### src/rtl/cs_pkg.sv
// Shared constants, state encoding and helpers for the CS sliding-window sequencer.
package cs_pkg;

  localparam int DW        = 8;   // sample width
  localparam int YW        = 10;  // result width
  localparam int WIN       = 9;   // window length
  localparam int FILL_W    = 4;   // fill counter width (WIN <= 15)
  localparam int IN_DEPTH  = 4;   // input sample FIFO depth
  localparam int OUT_DEPTH = 2;   // output result FIFO depth
  localparam int DP_LAT    = 1;   // dp_shift to dp_y latency

  typedef enum logic [1:0] {
    ST_INIT  = 2'd0,
    ST_FILL  = 2'd1,
    ST_RUN   = 2'd2,
    ST_FLUSH = 2'd3
  } state_e;

  // Window occupancy after one more shift; it saturates once the window is full.
  function automatic logic [FILL_W-1:0] fill_inc(input logic [FILL_W-1:0] f);
    return (f >= FILL_W'(WIN)) ? FILL_W'(WIN) : f + FILL_W'(1);
  endfunction

endpackage

### src/rtl/cs_stream_ctrl_fifo.sv
// Small synchronous FIFO with clear. A pop and a push may happen in the same
// cycle, including when full: the pop frees the slot the push then uses.
// DEPTH must be a power of two and at least 2.
module sync_fifo #(
  parameter int W     = 8,
  parameter int DEPTH = 4
) (
  input  logic                     clk,
  input  logic                     reset,
  input  logic                     clear,
  input  logic                     push,
  input  logic [W-1:0]             wdata,
  input  logic                     pop,
  output logic                     full,
  output logic                     empty,
  output logic [$clog2(DEPTH):0]   count,
  output logic [W-1:0]             head
);

  localparam int AW = $clog2(DEPTH);

  logic [W-1:0]  mem_q [DEPTH];
  logic [AW-1:0] rd_q;
  logic [AW-1:0] wr_q;
  logic [AW:0]   cnt_q;
  logic          do_push;
  logic          do_pop;

  assign empty   = (cnt_q == '0);
  assign full    = (cnt_q == (AW+1)'(DEPTH));
  assign do_pop  = pop & ~empty;
  assign do_push = push & (~full | do_pop);
  assign count   = cnt_q;
  assign head    = mem_q[rd_q];

  // Storage, pointers and occupancy; clear empties the FIFO without touching storage.
  always_ff @(posedge clk or negedge reset) begin
    if (!reset) begin
      for (int i = 0; i < DEPTH; i++) mem_q[i] <= '0;
      rd_q  <= '0;
      wr_q  <= '0;
      cnt_q <= '0;
    end else if (clear) begin
      rd_q  <= '0;
      wr_q  <= '0;
      cnt_q <= '0;
    end else begin
      if (do_push) begin
        mem_q[wr_q] <= wdata;
        wr_q        <= wr_q + AW'(1);
      end
      if (do_pop) rd_q <= rd_q + AW'(1);
      cnt_q <= cnt_q + (AW+1)'(do_push) - (AW+1)'(do_pop);
    end
  end

endmodule

### src/rtl/cs_stream_ctrl.sv
// Sequencer for the 9-sample sliding-window CS datapath. Buffers upstream
// samples, issues one dp_shift per sample, tracks window fill, and captures
// full-window results DP_LAT cycles after their shift into an output FIFO.
//
// Handshakes: a transfer happens on a rising clk edge where valid and ready
// are both 1; valid never depends on ready, and out_data is held stable while
// out_valid is 1 and out_ready is 0.
module cs_stream_ctrl
  import cs_pkg::*;
#(
  parameter int DW        = cs_pkg::DW,
  parameter int YW        = cs_pkg::YW,
  parameter int WIN       = cs_pkg::WIN,
  parameter int IN_DEPTH  = cs_pkg::IN_DEPTH,
  parameter int OUT_DEPTH = cs_pkg::OUT_DEPTH,
  parameter int DP_LAT    = cs_pkg::DP_LAT
) (
  input  logic              clk,
  input  logic              reset,
  input  logic              in_valid,
  input  logic [DW-1:0]     in_data,
  output logic              in_ready,
  input  logic              flush,
  output logic              dp_shift,
  output logic [DW-1:0]     dp_x,
  output logic              dp_clr,
  input  logic [YW-1:0]     dp_y,
  output logic              out_valid,
  output logic [YW-1:0]     out_data,
  input  logic              out_ready,
  output logic              busy,
  output logic [FILL_W-1:0] fill_cnt,
  output logic [1:0]        dbg_state
);

  localparam int CW  = $clog2(OUT_DEPTH) + 2;
  localparam int ICW = $clog2(IN_DEPTH) + 1;
  localparam int OCW = $clog2(OUT_DEPTH) + 1;

  state_e            state_q, state_d;
  logic [FILL_W-1:0] fill_q, fill_d;
  logic [DP_LAT-1:0] tag_q, tag_d;
  logic [CW-1:0]     inflight_q, inflight_d;

  logic              active;
  logic              flush_take;
  logic              in_push;
  logic              in_full;
  logic              in_empty;
  logic [ICW-1:0]    in_cnt;
  logic [DW-1:0]     in_head;
  logic              out_full;
  logic              out_empty;
  logic [OCW-1:0]    out_cnt;
  logic              out_pop;
  logic              shift_tag;
  logic              tag_in;
  logic              tag_out;
  logic [CW-1:0]     slots_used;
  logic [CW-1:0]     slots_avail;
  logic              credit_ok;
  logic              unused_fifo_bits;

  assign active     = (state_q == ST_FILL) || (state_q == ST_RUN);
  assign flush_take = active & flush;

  // Flush wins over a same-cycle sample: the sample is simply not accepted.
  assign in_ready = active & ~in_full & ~flush;
  assign in_push  = in_valid & in_ready;

  // The shift leaves the window full, so it produces a result that needs a slot.
  assign shift_tag = (fill_q >= FILL_W'(WIN - 1));

  // A slot is free if results held plus results in flight are below the depth.
  // A pop in this cycle frees a slot early enough for a result that lands
  // DP_LAT cycles later, which is what keeps RUN bubble-free with a live sink.
  assign out_pop     = out_valid & out_ready;
  assign slots_used  = CW'(out_cnt) + inflight_q;
  assign slots_avail = CW'(OUT_DEPTH) + CW'(out_pop);
  assign credit_ok   = (slots_used < slots_avail);

  assign dp_shift = active & ~flush & ~in_empty & (~shift_tag | credit_ok);
  assign dp_x     = dp_shift ? in_head : '0;
  assign tag_in   = dp_shift & shift_tag;
  assign tag_out  = tag_q[DP_LAT-1];

  // dp_clr is held low while reset is asserted so every output except busy is 0 then.
  assign dp_clr = (state_q == ST_INIT) & reset;

  assign out_valid = ~out_empty;
  assign busy      = (state_q != ST_FILL) | ~in_empty | ~out_empty | (inflight_q != '0);
  assign fill_cnt  = fill_q;
  assign dbg_state = state_q;

  assign unused_fifo_bits = ^{in_cnt, out_full};

  sync_fifo #(.W(DW), .DEPTH(IN_DEPTH)) u_in_fifo (
    .clk   (clk),
    .reset (reset),
    .clear (flush_take),
    .push  (in_push),
    .wdata (in_data),
    .pop   (dp_shift),
    .full  (in_full),
    .empty (in_empty),
    .count (in_cnt),
    .head  (in_head)
  );

  sync_fifo #(.W(YW), .DEPTH(OUT_DEPTH)) u_out_fifo (
    .clk   (clk),
    .reset (reset),
    .clear (1'b0),
    .push  (tag_out),
    .wdata (dp_y),
    .pop   (out_pop),
    .full  (out_full),
    .empty (out_empty),
    .count (out_cnt),
    .head  (out_data)
  );

  // Tag delay line (marks which dp_y to capture) and the count of tags still inside it.
  always_comb begin
    tag_d    = '0;
    tag_d[0] = tag_in;
    for (int i = 1; i < DP_LAT; i++) tag_d[i] = tag_q[i-1];
    inflight_d = inflight_q + CW'(tag_in) - CW'(tag_out);
  end

  // Sequencer next state and window fill tracking.
  always_comb begin
    state_d = state_q;
    fill_d  = fill_q;
    case (state_q)
      ST_INIT: begin
        state_d = ST_FILL;
        fill_d  = '0;
      end
      ST_FILL, ST_RUN: begin
        if (flush) begin
          state_d = ST_FLUSH;
        end else if (dp_shift) begin
          fill_d = fill_inc(fill_q);
          if (fill_inc(fill_q) == FILL_W'(WIN)) state_d = ST_RUN;
        end
      end
      ST_FLUSH: begin
        // Results already shifted are kept; restart only once they have all landed.
        if (inflight_q == '0) state_d = ST_INIT;
      end
      default: state_d = ST_INIT;
    endcase
  end

  // State, fill, tag line and in-flight count registers.
  always_ff @(posedge clk or negedge reset) begin
    if (!reset) begin
      state_q    <= ST_INIT;
      fill_q     <= '0;
      tag_q      <= '0;
      inflight_q <= '0;
    end else begin
      state_q    <= state_d;
      fill_q     <= fill_d;
      tag_q      <= tag_d;
      inflight_q <= inflight_d;
    end
  end

endmodule

### config.mk
export PLATFORM = sky130hd
export DESIGN_NAME = cs_stream_ctrl
export DESIGN_NICKNAME = d
export VERILOG_FILES = /design/src/rtl/cs_pkg.sv /design/src/rtl/cs_stream_ctrl_fifo.sv /design/src/rtl/cs_stream_ctrl.sv
export SDC_FILE = /design/constraint.sdc
export NUM_CORES = 1
export LEC_CHECK = 0
export CAP_MARGIN = 20
export CORE_MARGIN = 2
export CORE_UTILIZATION = 40
export DETAILED_ROUTE_END_ITERATION = 6
export SYNTH_ARGS = -nofsm -noshare
export SYNTH_HDL_FRONTEND = slang
export SYNTH_SLANG_ARGS = --single-unit
### constraint.sdc
create_clock -name clk -period 3.7 [get_ports clk]
set_input_delay 1.11 -clock clk [delete_from_list [all_inputs] [get_ports clk]]
set_output_delay 1.11 -clock clk [all_outputs]
set_load 0.05 [all_outputs]
==> impl_metrics.py <==
metrics = {
    "floorplanning": {
        "core_sq_um": 8760,
        "ios": 52,
        "die_width_um": 99.1,
        "dieHeight_um": 99.1,
        "dieArea_sq_um": 9820,
        "initial_core_util_pct": 41.3,
        "std_cell_rows": 34,
    },
    "power_and_ir_drop": {
        "p_leak_uw": 0.00211,
        "ir_drop_mv": 0.458,
        "power_density_nw_per_um2": 867,
        "power.total_uw": 4000,
    },
    "timing": {
        "rsz0062_at_grt": "no",
        "finalMaxSlewViolations": 0,
        "hold_ws_ps": 505,
        "fin_crit_sh_pct": 97.1,
        "fmax_mhz": 278,
        "max_slew_margin_pct": 39.4,
        "fin_setup_tns_ps": 0,
        "setup_viol": 0,
        "hold_viol": 0,
        "period_needed_ps": 3590,
        "skew_ps": 8.54,
        "worst_slew_pin_slew_ps": 909,
    },
    "critical_path": {
        "crit_chain": "clkdlybuf4s50_1, nand2b_1, nor2_1, nand3_1, inv_2, buf_12, and2_4, buf_12",
        "cp-start-kind": "input port",
        "crit_path_max_fanout": 11,
        "critPathArrivalTime_ps": 2480,
        "r2r_start": "u_out_fifo.count[0]",
        "cp.required_ps": 2590,
        "end_kind": "output port",
        "rr_endpoint": "u_in_fifo.count[2]",
        "ff2ff_path_depth": 13,
        "cpPeakStageDelay_ps": 420,
        "crit_type": "in -> out",
        "cpMostUsedCell": "buf_12",
        "cpMaxStageDelayCell": "clkdlybuf4s50_1",
        "rrSetupSlack_ps": 770,
    },
    "layout": {
        "regArea_sq_um": 1830,
        "final_cell_count_no_fill": 450,
        "final_nets": 380,
        "diodes": 0,
        "layout-drive-gt1-share_pct": 36.0,
        "syn_to_final_growth_pct": 27.4,
        "fill_cells": 750,
        "multi_input_area_sq_um": 1700,
    },
    "logic_synthesis": {
        "syn-cell-area_sq_um": 3620,
        "synth.distinct_cells": 38,
        "synth_top_area_share_pct": 50.5,
        "seq_area_frac_synth_pct": 50.5,
        "avgSynthCellArea_sq_um": 13.2,
        "synth_edf_count": 0,
        "synthTopCellsByCount": "dfrtp_1 (73), mux2_2 (62), inv_1 (22)",
        "ys.flop_type": "dfrtp_1",
        "syn_inst": 273,
        "synthArstFlopShare_pct": 100,
        "synth-seq-cells": 73,
        "synth_most_common_cell": "dfrtp_1",
        "yosysTopAreaCell": "dfrtp_1",
        "synth_area_leaders": "dfrtp_1 (51%), mux2_2 (19%), ha_1 (5.9%), mux4_2 (5.0%), inv_1 (2.3%)",
        "ys_warn_count": 0,
        "synthesis.nets": 316,
    },
    "worst_hold_path": {
        "hold_depth": 1,
        "hold_path_end": "u_in_fifo.mem_q[12]",
        "min_from": "u_in_fifo.mem_q[12]",
        "hold_path.class": "reg -> reg",
    },
    "place": {
        "hpwlAfterDp_um": 4780,
        "numPlacedInstances": 434,
        "gp_congestion": 0.783,
        "port-buffer-count": 51,
    },
    "drt": {
        "first_pass_iters": 4,
        "num_vias": 2281,
        "route.met2.wl_um": 3110,
        "antenna_left": 0,
        "top_layer": "met4",
        "dr_wl_met3_um": 216,
        "drt-initial-drc-count": 41,
        "wl_per_cell_um": 15.2,
        "wirelength_um": 6830,
        "routed_via_density": 5.07,
        "met1Wirelength_um": 3370,
        "drc": 0,
    },
    "global_routing": {
        "grtUsageTotal_pct": 15.0,
        "antenna_found_initial": 0,
        "grt-ovfl-total": 0,
        "grt_pass1_wl_um": 11500,
        "grt_max_degree": 74,
        "grt_pass1_vias": 2346,
    },
    "clock_network": {
        "h-tree-depth": 3,
        "clockBufferDepth": 2,
        "path_clk_slew_ps": 80,
        "cts_hold_buffers": 0,
        "clockRootBuffer": "clkbuf_8",
        "clk_latency_ps": 340,
        "cts_buffers": 9,
        "cts_sinks": 73,
        "cts_tree": "yes",
    },
    "flow_run": {
        "drv_cap": 0,
    },
    "status": {
        "outcome": "complete, no violations",
    },
}
-- kinds of logic after synthesis --
kind of cell               share of synthesized area, %
AOI/OAI and AO/OA                                  4.15
xor gates and xnor gates                           2.66
adders and majority gates                          7.54
buffers and inverters                              3.11
DFF                                                50.5
muxes                                              24.6
and+or+nand+nor                                    7.44
-- where the power goes --
part | leakage, uW | switching [uW] | internal [uW] | total (uW)
clock | 0.0000785 | 305 | 244 | 549
combinational | 0.00109 | 1040 | 1000 | 2040
sequential | 0.000938 | 285 | 1120 | 1410
-- layout by cell type (no fill, tap or decap), types with 2 or more instances in the layout --
| master | n |
|---|---|
| nand4_1 | 2 |
| xor2_1 | 2 |
| clkdlybuf4s50_1 | 38 |
| buf_12 | 12 |
| clkbuf_8 | 9 |
| ha_1 | 17 |
| nand2_1 | 10 |
| inv_1 | 21 |
| nand3_1 | 4 |
| mux4_2 | 8 |
| nand2_2 | 5 |
| and2_4 | 8 |
| nor3b_1 | 2 |
| nor2_1 | 6 |
| and2_1 | 3 |
| dfrtp_1 | 73 |
| clkinvlp_4 | 3 |
| mux2_2 | 62 |
| o21ai_0 | 7 |
| xnor2_1 | 9 |
| nor4b_1 | 2 |
| buf_4 | 7 |
| fa_1 | 3 |
| a21oi_1 | 5 |
| clkinv_4 | 2 |
| nand2b_1 | 2 |
-- sequential cells by signal, indices dropped and copies added, names as in the netlist --
signal	flops
u_in_fifo.rd_q	2
tag_out	1
dbg_state	2
u_in_fifo.count	3
u_out_fifo.count	2
fill_cnt	4
u_out_fifo.wr_q	1
u_in_fifo.wr_q	2
u_out_fifo.rd_q	1
u_in_fifo.mem_q	32
inflight_q	3
u_out_fifo.mem_q	20
-- worst max-delay path by stage --
stage / cells past startpoint / from / end
after floorplan: 6 / out_ready / dp_x[0]
after global placement: 8 / out_ready / dp_x[0]
after detailed placement: 8 / out_ready / dp_x[1]
after global routing: 8 / flush / dp_x[0]
after CTS: 8 / out_ready / dp_x[1]
final: 8 / flush / dp_x[3]
-- metal layers --
metal  GRT usage [%]  up-vias
met5               0        -
li1                -     1082
met1            21.3     1148
met4            6.64        0
met2            22.6       39
met3            2.91       12
-- layout make-up --
type / instances / area share [%]
Multi-Input combinational cell: 172 / 36.9
Tap cell: 108 / 2.93
Sequential cell: 73 / 39.6
Timing Repair Buffer: 59 / 15.0
Clock inverter: 6 / 0.977
Inverter: 22 / 1.79
Clock buffer: 10 / 2.77
-- worst max-delay path: cells and delay by family --
| family | cells | cell delay [ps] |
|---|---|---|
| buffers and inverters | 4 | 770 |
| and+or+nand+nor | 4 | 600 |
-- what timing repair did --
action                                  4_1_cts  5_1_grt
gates cloned                                  0        0
gates resized for setup                       1       10
endpoints found under the setup margin        5        8
setup buffers                                 0        0
pin swaps                                     0        2
-- per-stage QoR --
step / setup WS (ps) / utilization [%] / area [sq um]
floorplan: 261 / - / 3620
global placement: 27.4 / 50.3 / 4410
detailed placement: 10.4 / 50.3 / 4410
CTS: 12.4 / 52.3 / 4580
global route: 15.7 / 52.6 / 4610
finish: 107 / 52.6 / 4610
(Power assumes the default switching activity.)
